<file path="src/rtl/fp_issue_queue.sv">
// Instruction FIFO and hazard-aware issue stage feeding the FPU 'ins' input.
// A per-register countdown scoreboard holds back RAW/WAW hazards and ADD/SUB-after-MUL writeback clashes.
module fp_issue_queue #(
  parameter int unsigned DEPTH   = 8,
  parameter int unsigned LAT_ADD = 5,
  parameter int unsigned LAT_MUL = 6,
  parameter int unsigned LAT_LD  = 2
) (
  input  logic                   clk,
  input  logic                   rst,
  input  logic                   in_valid,
  input  logic [23:0]            in_ins,
  output logic                   in_ready,
  input  logic                   flush,
  output logic [23:0]            ins_out,
  output logic                   issued,
  output logic [$clog2(DEPTH):0] fifo_count,
  output logic [15:0]            stall_cnt,
  output logic                   busy
);
  localparam int unsigned AW   = $clog2(DEPTH);
  localparam logic [AW:0] FULL = (AW+1)'(DEPTH);
  // Counters hold cycles still unreadable, so a dependant issues exactly LAT cycles later.
  localparam logic [2:0] SB_ADD = 3'(LAT_ADD - 1);
  localparam logic [2:0] SB_MUL = 3'(LAT_MUL - 1);
  localparam logic [2:0] SB_LD  = 3'(LAT_LD - 1);

  typedef enum logic [3:0] {
    OP_NOP = 4'd0, OP_ADD = 4'd1, OP_SUB = 4'd2, OP_MUL = 4'd3,
    OP_LD  = 4'd4, OP_SD  = 4'd5, OP_CMP = 4'd6
  } op_e;

  logic [23:0]   mem [DEPTH];
  logic [AW-1:0] rd_ptr, wr_ptr;
  logic [AW:0]   count;
  logic [2:0]    sb [32];
  logic          mul_last;

  logic [23:0] head;
  logic [3:0]  op;
  logic [4:0]  rd, rs1, rs2;
  logic        is_arith, is_mul, is_ld, is_sd, is_cmp, known, writes;
  logic        busy_rd, busy_rs1, busy_rs2;
  logic        raw, waw, hold, empty, do_push, do_pop, sb_any;
  logic [2:0]  sb_load;

  always_comb begin
    head     = mem[rd_ptr];
    op       = head[23:20];
    rd       = head[19:15];
    rs1      = head[14:10];
    rs2      = head[9:5];
    is_arith = (op == OP_ADD) || (op == OP_SUB);
    is_mul   = (op == OP_MUL);
    is_ld    = (op == OP_LD);
    is_sd    = (op == OP_SD);
    is_cmp   = (op == OP_CMP);
    known    = is_arith | is_mul | is_ld | is_sd | is_cmp;
    writes   = is_arith | is_mul | is_ld;
    sb_load  = is_arith ? SB_ADD : (is_mul ? SB_MUL : SB_LD);
    busy_rd  = (sb[rd]  != 3'd0);
    busy_rs1 = (sb[rs1] != 3'd0);
    busy_rs2 = (sb[rs2] != 3'd0);
    raw      = ((is_arith | is_mul | is_cmp) & (busy_rs1 | busy_rs2)) | (is_sd & busy_rs1);
    waw      = writes & busy_rd;
    hold     = raw | waw | (is_arith & mul_last);
    empty    = (count == '0);
    in_ready = (count < FULL);
    do_push  = in_valid & in_ready & ~flush;
    do_pop   = ~flush & ~empty & ~hold;
  end

  always_comb begin
    sb_any = 1'b0;
    for (int unsigned i = 0; i < 32; i++) sb_any = sb_any | (sb[i] != 3'd0);
  end

  assign fifo_count = count;
  assign busy       = ~empty | sb_any;

  always_ff @(posedge clk) begin
    if (!rst) begin
      rd_ptr    <= '0;
      wr_ptr    <= '0;
      count     <= '0;
      ins_out   <= '0;
      issued    <= 1'b0;
      stall_cnt <= '0;
      mul_last  <= 1'b0;
      for (int unsigned i = 0; i < 32; i++) sb[i] <= '0;
    end else begin
      if (flush) begin
        rd_ptr <= '0;
        wr_ptr <= '0;
        count  <= '0;
      end else begin
        if (do_push) wr_ptr <= wr_ptr + AW'(1);
        if (do_pop)  rd_ptr <= rd_ptr + AW'(1);
        if (do_push && !do_pop)      count <= count + (AW+1)'(1);
        else if (!do_push && do_pop) count <= count - (AW+1)'(1);
      end
      ins_out  <= (do_pop && known) ? head : '0;
      issued   <= do_pop;
      mul_last <= do_pop & is_mul;
      if (!flush && !empty && hold && stall_cnt != '1) stall_cnt <= stall_cnt + 16'd1;
      for (int unsigned i = 0; i < 32; i++) begin
        if (do_pop && writes && rd == 5'(i)) sb[i] <= sb_load;
        else if (sb[i] != 3'd0)              sb[i] <= sb[i] - 3'd1;
      end
    end
  end

  always_ff @(posedge clk) begin
    if (rst && do_push) mem[wr_ptr] <= in_ins;
  end
endmodule
</file>
<file path="config.mk">
export PLATFORM = sky130hd
export DESIGN_NAME = fp_issue_queue
export DESIGN_NICKNAME = d
export VERILOG_FILES = /design/src/rtl/fp_issue_queue.sv
export SDC_FILE = /design/constraint.sdc
export NUM_CORES = 1
export LEC_CHECK = 0
export BUFFER_PORTS_ARGS = -buffer_cell sky130_fd_sc_hd__buf_2
export CAP_MARGIN = 10
export CORE_MARGIN = 3
export CORE_UTILIZATION = 28
export CTS_CLUSTER_SIZE = 8
export DETAILED_ROUTE_END_ITERATION = 8
export GPL_TIMING_DRIVEN = 0
export PLACE_DENSITY_LB_ADDON = 0.2
export SLEW_MARGIN = 20
export SYNTH_ARGS = -nofsm -noshare
export SYNTH_HDL_FRONTEND = slang
export SYNTH_SLANG_ARGS = --single-unit
</file>
<file path="constraint.sdc">
create_clock -name clk -period 4.6 [get_ports clk]
set_input_delay 1.38 -clock clk [delete_from_list [all_inputs] [get_ports clk]]
set_output_delay 1.38 -clock clk [all_outputs]
set_load 0.01 [all_outputs]
</file>
==> metrics <==
Avg Synthesized Cell Area 12.5 µm²; Initial Util 28.4%; overall power 10.8 mW; Final Max Slew Viols 0; Top-Level Pins 75; Synth Instances 1,440; post-synth top area share 48.2%; ant diodes 0; largest cells by area after synthesis edfxtp_1, mux2i_1, dfxtp_1, mux4_2, ha_1; Tmin final 4.46 ns; Hold-fix buffers, CTS 0; period utilisation layout 96.9%; initial antenna violation count 3; Initial DRC Count 760; VDD IR max 0.000259 V; Synth Flop Type edfxtp_1; outcome finished clean; largest net degree at the start of global routing 20; worst min-delay path class reg -> reg; Setup crit end kind flip-flop; Synth Register Bits 343; CTS buffer count 49; register area share after synthesis 54.3%; GRT Util Overall 16.1%; number of global-route vias before repair 12,800; top-count cell post-synth edfxtp_1; maximum clock rate 224 MHz; Clock Latency Late Sink 0.59 ns; Post-synth EDFFs 288; Slew @ Worst Pin 1.22 ns; final hold slack 0.495 ns; final hold violation count 0; Post-Syn Nets 1,539; DP HPWL 39,400 µm; share of layout cells above drive strength 1 22.1%; CP startpoint kind flip-flop; Crit Path Category reg -> reg; Die Area 67,200 µm²; area grow syn2layout 21.5%; Vias 12,600; clock-pin slew on the worst setup and hold paths 0.05 ns; number of distinct library cells after synthesis 75; Die Span Y 259 µm; H-tree Lvls 2; setup ws final 0.140 ns; crit path max fanout 6; # setup viols final 0; slew margin rel. 18.2%; I/O Buffers 74; final antenna-violating net count 0; mapped cell area 17,900 µm²; vias per cell 5.04; clock sinks 343; DRT Pass-1 Iters 5; GP Congestion 0.849; first-pass GRT wire length 80,700 µm; Root Driver clkbuf_16; routed len/inst 21.9 µm; Setup TNS Final 0 ns; max-cap viol count 0; die width 259 µm; arrival time worst endpoint 4.98 ns; core footprint 63,200 µm²; PwrDens 495 nW/µm²; maximum root-to-sink buffer count 3; grt ovf 0; commonest cells in the synthesized netlist edfxtp_1, mux2i_1, nor2_1; DP Worst Slack -1.35 ns; # rows 92; Synth async-reset ratio 0%; synth warn 0; clock skew 0.0218 ns; LEAKAGE 7.87 nW; Worst EP required 5.12 ns; HP Start stall_cnt[5]; Post-route DRC 0; CTS tree built; nets 1,705; RSZ-0062 raised after global routing yes; post-synth top area cell edfxtp_1; Post-Route WL 54,700 µm; Core Util, Final 34.5%
-- final cells by class --
type                       count  area, µm²
tap                          846       1060
fill                        6221      41400
clock inverter                 2       46.3
inverter                      82        313
clock buffer                  89       1410
buffer                        65        518
timing repair buffer         120        896
multi-input combinational    945       7810
sequential                   343       9750
-- final timing paths --
check        slack [ns]  cells past startpoint            end
max                0.14                     21  fifo_count[3]
min                0.49                      2   stall_cnt[5]
max reg2reg        0.14                     21  fifo_count[3]
min reg2reg        0.49                      2   stall_cnt[5]
-- kinds of logic after synthesis --
family / count (synthesis) / synth area share [%]
other: 1 / 0.0209
XOR/XNOR: 8 / 0.390
flip-flops: 343 / 54.3
multiplexers: 212 / 15.4
adder cells (fa/ha/maj): 71 / 4.99
buffers and inverters: 152 / 3.90
AO/OA/AOI/OAI: 178 / 7.16
AND/OR/NAND/NOR: 475 / 13.8
-- cells in the final DEF (no fill, tap or decap), types with 31 or more instances in the layout --
cell type  count
nand2_1       73
nand3_1       39
nor3_1        50
clkbuf_1      60
mux2_2        31
or3_1         32
inv_1         76
dfxtp_1       53
mux2i_1      126
nor2b_1       45
buf_2         85
buf_4         35
ha_1          68
nor2_1       104
mux4_2        47
edfxtp_1     288
clkbuf_16     52
-- critical path: stages (launching register included) --
cell     delay (ns)
dfxtp_2        0.31
buf_6          0.13
buf_12         0.14
buf_12         0.14
mux2i_1        0.11
mux4_2         0.53
buf_4          0.17
mux4_2         0.42
nor2b_1        0.17
o22ai_2        0.20
nor4_4         0.08
or3_4          0.41
and4_4         0.23
inv_4          0.08
ha_4           0.15
inv_4          0.05
ha_4           0.20
a21o_1         0.15
a21oi_2        0.13
xnor2_1        0.10
or3_1          0.39
a21oi_2        0.11
-- layer usage --
layer	vias up	wire length (µm)	track usage, %
met3	97	3380	4.20
met1	6284	24000	20.8
li1	5813	-	-
met5	-	52	0
met4	6	1670	5.01
met2	353	25600	26.3
-- metrics by stage --
stage / area (µm²) / cells
5_1_grt: 21800 / 2492
2_1_floorplan: 17900 / 1440
3_3_place_gp: 19400 / 2360
6_report: 21800 / 2492
3_5_place_dp: 19600 / 2375
4_1_cts: 21600 / 2484
-- sequential cells by signal, indices dropped and copies added (netlist names), named ones only --
register    cells
rd_ptr          3
ins_out        24
stall_cnt      16
issued          1
wr_ptr          3
mul_last        1
fifo_count      4
sb             96
mem           192
-- power by group --
group          internal [mW]  leakage [nW]  switching (mW)  total (mW)
sequential              3.96          3.24           0.379        4.34
clock                   2.05         0.687            1.36        3.41
combinational           1.26          3.95            1.79        3.05
-- what timing repair did --
action                                 in CTS  in global routing
gates cloned                                1                  3
gates resized for setup                    71                 32
endpoints found under the hold margin       0                  0
setup buffers                              20                  7
pin swaps                                  11                  9
setup endpoints to repair                 241                 79
Note: power is estimated with default switching activity, not from simulation.
